### src/rtl/ex_result_stage_pkg.sv
// Shared constants and types for the execute-stage result selector and its multiplier.
package ex_pkg;

  localparam logic [5:0] FUNCT_SLL   = 6'b000000;
  localparam logic [5:0] FUNCT_MFHI  = 6'b010000;
  localparam logic [5:0] FUNCT_MFLO  = 6'b010010;
  localparam logic [5:0] FUNCT_MULTU = 6'b011001;

  localparam int MUL_ITERS = 32;
  localparam int CNT_W     = 6;

  typedef enum logic {
    IDLE = 1'b0,
    MUL  = 1'b1
  } state_t;

endpackage

### src/rtl/ex_result_stage_mult_seq.sv
// Sequential shift-add unsigned 32x32 multiplier, one iteration per cycle while run is high.
// Optional MULT_EARLY_OUT_EN finishes once the remaining multiplier bits are all zero.
module mult_seq
  import ex_pkg::*;
(
  input  logic        clk,
  input  logic        reset,
  input  logic        start,
  input  logic        run,
  input  logic [31:0] a,
  input  logic [31:0] b,
  output logic        done,
  output logic [31:0] hi,
  output logic [31:0] lo
);

  logic [63:0]      mcand;
  logic [63:0]      prod;
  logic [63:0]      prod_nxt;
  logic [31:0]      mplier;
  logic [CNT_W-1:0] cnt;
  logic [CNT_W-1:0] cnt_nxt;

  always_comb begin
    prod_nxt = mplier[0] ? (prod + mcand) : prod;
    cnt_nxt  = cnt + {{(CNT_W-1){1'b0}}, 1'b1};
`ifdef MULT_EARLY_OUT_EN
    // Shifting out the last set bit means no further additions can occur.
    done = run && ((cnt_nxt == CNT_W'(MUL_ITERS)) || (mplier[31:1] == 31'd0));
`else
    done = run && (cnt_nxt == CNT_W'(MUL_ITERS));
`endif
  end

  always_ff @(posedge clk) begin
    if (reset) begin
      mcand  <= '0;
      mplier <= '0;
      prod   <= '0;
      cnt    <= '0;
      hi     <= '0;
      lo     <= '0;
    end else if (start) begin
      mcand  <= {32'b0, a};
      mplier <= b;
      prod   <= '0;
      cnt    <= '0;
    end else if (run) begin
      mcand  <= mcand << 1;
      mplier <= mplier >> 1;
      prod   <= prod_nxt;
      cnt    <= cnt_nxt;
      if (done) begin
        hi <= prod_nxt[63:32];
        lo <= prod_nxt[31:0];
      end
    end
  end

endmodule

### src/rtl/ex_result_stage.sv
// Execute-stage result mux, HI/LO owner and EX/MEM output register.
// Build option MULT_EARLY_OUT_EN shortens MULTU latency to the multiplier's significant bits.
//
// state | meaning
// IDLE  | accepting instructions, output register follows selected result
// MUL   | MULTU iterating, upstream stalled, output register loads bubbles
module ex_result_stage
  import ex_pkg::*;
(
  input  logic        clk,
  input  logic        reset,
  input  logic        valid_in,
  input  logic [5:0]  Signal,
  input  logic [31:0] dataA,
  input  logic [31:0] dataB,
  input  logic [31:0] aluOut,
  input  logic [31:0] shiftOut,
  input  logic [4:0]  rd_in,
  input  logic        regWrite_in,
  output logic [31:0] dataOut,
  output logic [4:0]  rd_out,
  output logic        regWrite_out,
  output logic        valid_out,
  output logic        stall
);

  state_t      state;
  state_t      state_nxt;
  logic        accept;
  logic        mul_start;
  logic        mul_done;
  logic [31:0] hi;
  logic [31:0] lo;
  logic [31:0] data_nxt;
  logic [4:0]  rd_nxt;
  logic        regwrite_nxt;
  logic        valid_nxt;

  mult_seq u_mult (
    .clk   (clk),
    .reset (reset),
    .start (mul_start),
    .run   (state == MUL),
    .a     (dataA),
    .b     (dataB),
    .done  (mul_done),
    .hi    (hi),
    .lo    (lo)
  );

  assign accept    = valid_in && (state == IDLE);
  assign mul_start = accept && (Signal == FUNCT_MULTU);
  assign stall     = (state == MUL);

  always_comb begin
    state_nxt    = state;
    data_nxt     = '0;
    rd_nxt       = '0;
    regwrite_nxt = 1'b0;
    valid_nxt    = 1'b0;
    case (state)
      IDLE: begin
        if (accept) begin
          rd_nxt       = rd_in;
          regwrite_nxt = regWrite_in;
          valid_nxt    = 1'b1;
          case (Signal)
            FUNCT_SLL:   data_nxt = shiftOut;
            FUNCT_MFHI:  data_nxt = hi;
            FUNCT_MFLO:  data_nxt = lo;
            FUNCT_MULTU: begin
              regwrite_nxt = 1'b0;
              state_nxt    = MUL;
            end
            default:     data_nxt = aluOut;
          endcase
        end
      end
      MUL: begin
        if (mul_done) state_nxt = IDLE;
      end
      default: state_nxt = IDLE;
    endcase
  end

  always_ff @(posedge clk) begin
    if (reset) begin
      state        <= IDLE;
      dataOut      <= '0;
      rd_out       <= '0;
      regWrite_out <= 1'b0;
      valid_out    <= 1'b0;
    end else begin
      state        <= state_nxt;
      dataOut      <= data_nxt;
      rd_out       <= rd_nxt;
      regWrite_out <= regwrite_nxt;
      valid_out    <= valid_nxt;
    end
  end

endmodule

### config.mk
export PLATFORM = sky130hd
export DESIGN_NAME = ex_result_stage
export DESIGN_NICKNAME = d
export VERILOG_FILES = /design/src/rtl/ex_result_stage_pkg.sv /design/src/rtl/ex_result_stage_mult_seq.sv /design/src/rtl/ex_result_stage.sv
export SDC_FILE = /design/constraint.sdc
export NUM_CORES = 1
export LEC_CHECK = 0
export BUFFER_PORTS_ARGS = -buffer_cell sky130_fd_sc_hd__buf_4
export CAP_MARGIN = 10
export CORE_ASPECT_RATIO = 0.7
export CORE_MARGIN = 10
export CORE_UTILIZATION = 53
export DETAILED_ROUTE_END_ITERATION = 6
export GPL_ROUTABILITY_DRIVEN = 0
export PLACE_DENSITY = 0.77
export SYNTH_ARGS = -nofsm -noshare
export SYNTH_HDL_FRONTEND = slang
export SYNTH_SLANG_ARGS = --single-unit
### constraint.sdc
create_clock -name clk -period 3.2 [get_ports clk]
set_clock_uncertainty 0.2 [all_clocks]
set_input_delay 0.64 -clock clk [delete_from_list [all_inputs] [get_ports clk]]
set_output_delay 0.64 -clock clk [all_outputs]
set_load 0.02 [all_outputs]
After elaboration in Yosys (flattened, before gate mapping) --
Cells that the tools add are included.
Operators by class: add/subtract/negate cells 2, equal/unequal tests 4, mux-type cells 11, bitwise gates (word level) 3, reductions and logical operators 10
Operator list (count):
- $mux 32 | 4
- $pmux 32 s4 | 1
- $add 64x64->64 | 1
- $mux 64 | 1
- $eq 6x5->1 const B | 3
- $add 6x1->6 const B | 1
- $eq 6x6->1 const B | 1
- $logic_not 6->1 | 1
- $mux 1 | 4
- $reduce_or 2->1 | 2
- $reduce_or 4->1 | 1
- $logic_and 1x1->1 | 3
- $not 1->1 | 3
- $reduce_and 3->1 | 1
- $reduce_or 3->1 | 1
- $pmux 1 s2 | 1
- $reduce_bool 2->1 | 1
Storage, ports and cells: register bits after elaboration 270, bits of input ports 143, output and inout bits 40, word-level logic and storage cells 42

Depth between registers and ports, before layout --
depth after elaboration 5, mapped depth 11, depth with buffers taken out 11

Modules after synthesis --
From an unflattened synthesis, not the netlist that was laid out.
Unflattened totals: cell total of the unflattened synthesis 1853, area total of the unflattened synthesis 15257.1 µm²
Modules (own cells, without submodules):
- mult_seq | times used 1, cells each 1670, area an instance 13300.3 µm², sequential area each 4604.4 µm²
- ex_result_stage | times used 1, cells each 183, area an instance 1956.9 µm², sequential area each 800.8 µm²

Worst setup path before layout --
OpenSTA, ideal clock, no wires.
path kind reg2reg, from reg u_mult.prod[0], to reg u_mult.hi[26], library setup time 0.103 ns, data arrival time 2.804 ns, data required time 2.897 ns, setup slack 0.093 ns, stages on the path, launching flop included 12, path buffers 0, clock period less this slack 3.107 ns, path through dfxtp_1 > ha_1 > fa_1 > a21o_1 > a31o_1 > a22oi_2 > a211oi_2 > o2111ai_1 > nand3b_1 > a41oi_1 > xor2_1 > a2111oi_2
Between the ends: cells in the longest elaborated chain, start to end 2
Ends and longest elaborated chain:
- start, declared | line ex_result_stage_mult_seq.sv:18 | logic [63:0] prod;
- start signal, assigned | line ex_result_stage_mult_seq.sv:51 | prod <= prod_nxt;
- $add 64x64->64 | line ex_result_stage_mult_seq.sv:25 | prod_nxt = mplier[0] ? (prod + mcand) : prod;
- $mux 64 | line ex_result_stage_mult_seq.sv:25
- end signal, assigned | line ex_result_stage_mult_seq.sv:54 | hi <= prod_nxt[63:32];
- end, declared | line ex_result_stage_mult_seq.sv:13 | output logic [31:0] hi,
Every way passes these cells. A chain may end at the register's enable or synchronous reset.

Worst setup path after layout --
from reg u_mult.mcand[0], to reg u_mult.hi[30]
Between the ends: cells in the longest elaborated chain, start to end 2
Ends and longest elaborated chain:
- start, declared | line ex_result_stage_mult_seq.sv:17 | logic [63:0] mcand;
- start signal, assigned | line ex_result_stage_mult_seq.sv:44 | mcand <= {32'b0, a};
- start signal, assigned | line ex_result_stage_mult_seq.sv:49 | mcand <= mcand << 1;
- $add 64x64->64 | line ex_result_stage_mult_seq.sv:25
- $mux 64 | line ex_result_stage_mult_seq.sv:25
Every way passes these cells.

==> flow_summary.json <==
{
  "io_pins": 183,
  "synth.distinct_cells": 78,
  "drive_gt1_share_pct": 19.8,
  "cts_buffers": 27,
  "cp.buffers_inverters": 0,
  "vias_per_cell": 6.23,
  "n_antenna_cell": 0,
  "numClockSinks": 270,
  "vdd_drop_max_mv": 0.401,
  "synth_seq_cells": 270,
  "cpPeakStageDelay_ps": 390,
  "synth_ff_type": "dfxtp_1",
  "drc_errors": 0,
  "drv_cap": 0,
  "setup_viol": 1,
  "r2r-end": "u_mult.hi[30]",
  "cp.arrival_ps": 3540,
  "place_area_um2": 16500,
  "rsz0062_at_grt": "yes",
  "core.rowCount": 50,
  "grt_first_pass_wirelength_mm": 73.6,
  "min_to": "rd_out[4]",
  "fin_nets": 2158,
  "synth_top_area_share_pct": 37.4,
  "syn_inst": 1784,
  "synth_edf_count": 0,
  "yosys-top-cells-area": "dfxtp_1, a21oi_1, nand2_1",
  "start_util_pct": 54.0,
  "cts.clk_slew.worst_paths_ps": 70,
  "synth_top_area_cell": "dfxtp_1",
  "drt_iter0_drc": 1903,
  "violations": "setup timing",
  "vias": 14500,
  "seq_area_um2": 5420,
  "synthesis.area_um2": 14500,
  "cts_tree": "yes",
  "yosys_warnings": 0,
  "cp_max_fo": 4,
  "post-route-period-util_pct": 102,
  "final_area_um2": 17800,
  "p_per_area_nw_per_um2": 403,
  "yosys-top-cells-count": "dfxtp_1, nand2_1, a21oi_1",
  "cp-start-kind": "flip-flop",
  "crit_chain": "ha_4 > fa_2 > a21o_1 > a31o_4 > a22oi_2 > a211oi_4 > o2111ai_2 > nor4bb_4 > o21ai_1 > xnor2_1 > a2111oi_2",
  "holdPathStages": 2,
  "crit_required_ps": 3470,
  "holdBufCountCts": 0,
  "leakagePower_nw": 6.67,
  "wl_mm": 48.9,
  "firstDrtPassIters": 7,
  "antenna_found_initial": 1,
  "synthArstFlopShare_pct": 0,
  "outcome": "complete, but fails checks",
  "dieWidth_um": 217,
  "drv_slew": 0,
  "grt_pass1_vias": 13400,
  "htree_num_levels": 1,
  "fin_crit_ps": 3270,
  "clock_path_buffers": 3,
  "grt-ovfl-total": 0,
  "worstSetupEndpointType": "flip-flop",
  "die_h_um": 158,
  "portBuffers": 182,
  "regToRegStartpoint": "u_mult.mcand[0]",
  "hold_path.class": "in2reg",
  "hold_viol_final": 0,
  "avgSynthCellArea_um2": 8.11,
  "fp.dieArea_um2": 34400,
  "yosysSeqAreaShare_pct": 37.4,
  "fmax_mhz": 306,
  "grt_max_degree": 149,
  "crit_family": "compound AO/OA/AOI/OAI gates",
  "hpwl_mm": 36.0,
  "worstRegToRegCells": 11,
  "fin_ws_ps": -66.5,
  "clkLatencyLatePin_ps": 580,
  "cp_slowest_cell": "fa_2",
  "relSlewSlack_pct": 39.1,
  "core_area_um2": 26800,
  "critPathKind": "reg2reg",
  "nFillCells": 2189,
  "min_from": "rd_in[4]",
  "syn-num-nets": 1993,
  "setup_tns_ps": -66.5,
  "worst_slew_pin_slew_ps": 912,
  "synth.most_common_cell": "dfxtp_1",
  "track_usage_pct": 26.6,
  "multi_input_area_um2": 8870,
  "ant_nets": 0,
  "syn2layout_area_growth_pct": 23.4,
  "cts_root_buffer": "clkbuf_16",
  "reg2reg_setup_slack_ps": -70,
  "wl_per_cell_um": 21.0,
  "crit_start": "u_mult.mcand[0]"
}
layout by cell type (no fill, tap or decap), types with 19 or more instances in the layout:
| master | instances |
|---|---|
| nor3_1 | 25 |
| a22oi_1 | 62 |
| a211oi_1 | 65 |
| o21ai_0 | 57 |
| ha_1 | 45 |
| buf_4 | 255 |
| xnor2_1 | 30 |
| a21oi_1 | 227 |
| nand3_1 | 42 |
| a222oi_1 | 32 |
| xor2_1 | 24 |
| nor2_1 | 172 |
| clkbuf_16 | 27 |
| dfxtp_1 | 264 |
| or3_1 | 20 |
| inv_1 | 24 |
| nand2_1 | 238 |
| nand4_1 | 19 |
| mux2i_1 | 68 |
layout make-up:
class / instances / share of cell area, %
repair buffers: 262 / 11.5
clock buffers: 37 / 4.33
inverters: 24 / 0.505
multi-input cells: 1364 / 49.7
flip-flops and latches: 270 / 30.4
well taps: 364 / 2.55
clock inverters: 11 / 0.989
worst max path at each step:
| stage | to | slack [ps] | cells past startpoint |
|---|---|---|---|
| after global placement | u_mult.hi[26] | -120 | 11 |
| final | u_mult.hi[30] | -70 | 11 |
| after CTS | u_mult.hi[30] | 10 | 11 |
| after detailed placement | u_mult.hi[26] | -130 | 11 |
| after floorplan | u_mult.hi[26] | 90 | 11 |
| after global routing | u_mult.hi[30] | -120 | 11 |
cells by family (layout without fill, tap and decap cells):
logic type | after synthesis | count (layout) | synth area share [%]
AO/OA/AOI/OAI | 584 | 584 | 26.6
XOR/XNOR | 55 | 55 | 3.33
adder cells (fa/ha/maj) | 66 | 66 | 5.76
buffers and inverters | 150 | 334 | 4.08
flip-flops | 270 | 270 | 37.4
multiplexers | 70 | 70 | 4.86
AND/OR/NAND/NOR | 589 | 589 | 17.9
sequential cells by signal, indices dropped and copies added (netlist names):
signal	flops
regWrite_out	1
u_mult.mplier	32
u_mult.cnt	6
valid_out	1
u_mult.prod	64
rd_out	5
u_mult.lo	32
stall	1
u_mult.mcand	64
dataOut	32
u_mult.hi	32
power by group:
part	internal (mW)	leakage, nW	switching (mW)
logic	0.179	4.02	0.189
clock network	2.02	0.467	1.41
registers	3.39	2.18	0.0111
repair_timing:
| action | CTS | global route |
|---|---|---|
| pin swaps | 3 | 23 |
| cloned | 0 | 0 |
| setup endpoints to repair | 13 | 37 |
| setup buffers | 0 | 7 |
| resized for setup | 8 | 60 |
worst reg2reg max path: cells and delay by family, from the launching register on:
kind            cells  cell delay [ps]
flops               1              340
fa+ha+maj           2              560
xor+xnor            1              170
simple gates        1              240
compound gates      7             1660
routing by layer:
layer	vias up	track usage, %	wire, µm
met4	4	5.74	939
met1	6790	36.0	20700
met3	88	10.7	7040
met5	-	3.17	154
li1	6860	-	-
met2	779	38.4	20100
metrics by stage:
step | power (mW) | std cells | util [%] | hold WS [ps] | setup slack [ps]
global route | 7.36 | 2332 | 66.6 | 65.1 | -121
global placement | 3.83 | 2277 | 61.5 | 242 | -118
detailed placement | 3.84 | 2277 | 61.5 | 247 | -133
CTS | 7.21 | 2325 | 65.2 | 54.8 | 14.9
floorplan | 3.61 | 1784 | - | 236 | 92.9
finish | 7.19 | 2332 | 66.6 | 65.7 | -66.5
Power figures use the tool's default switching activity.
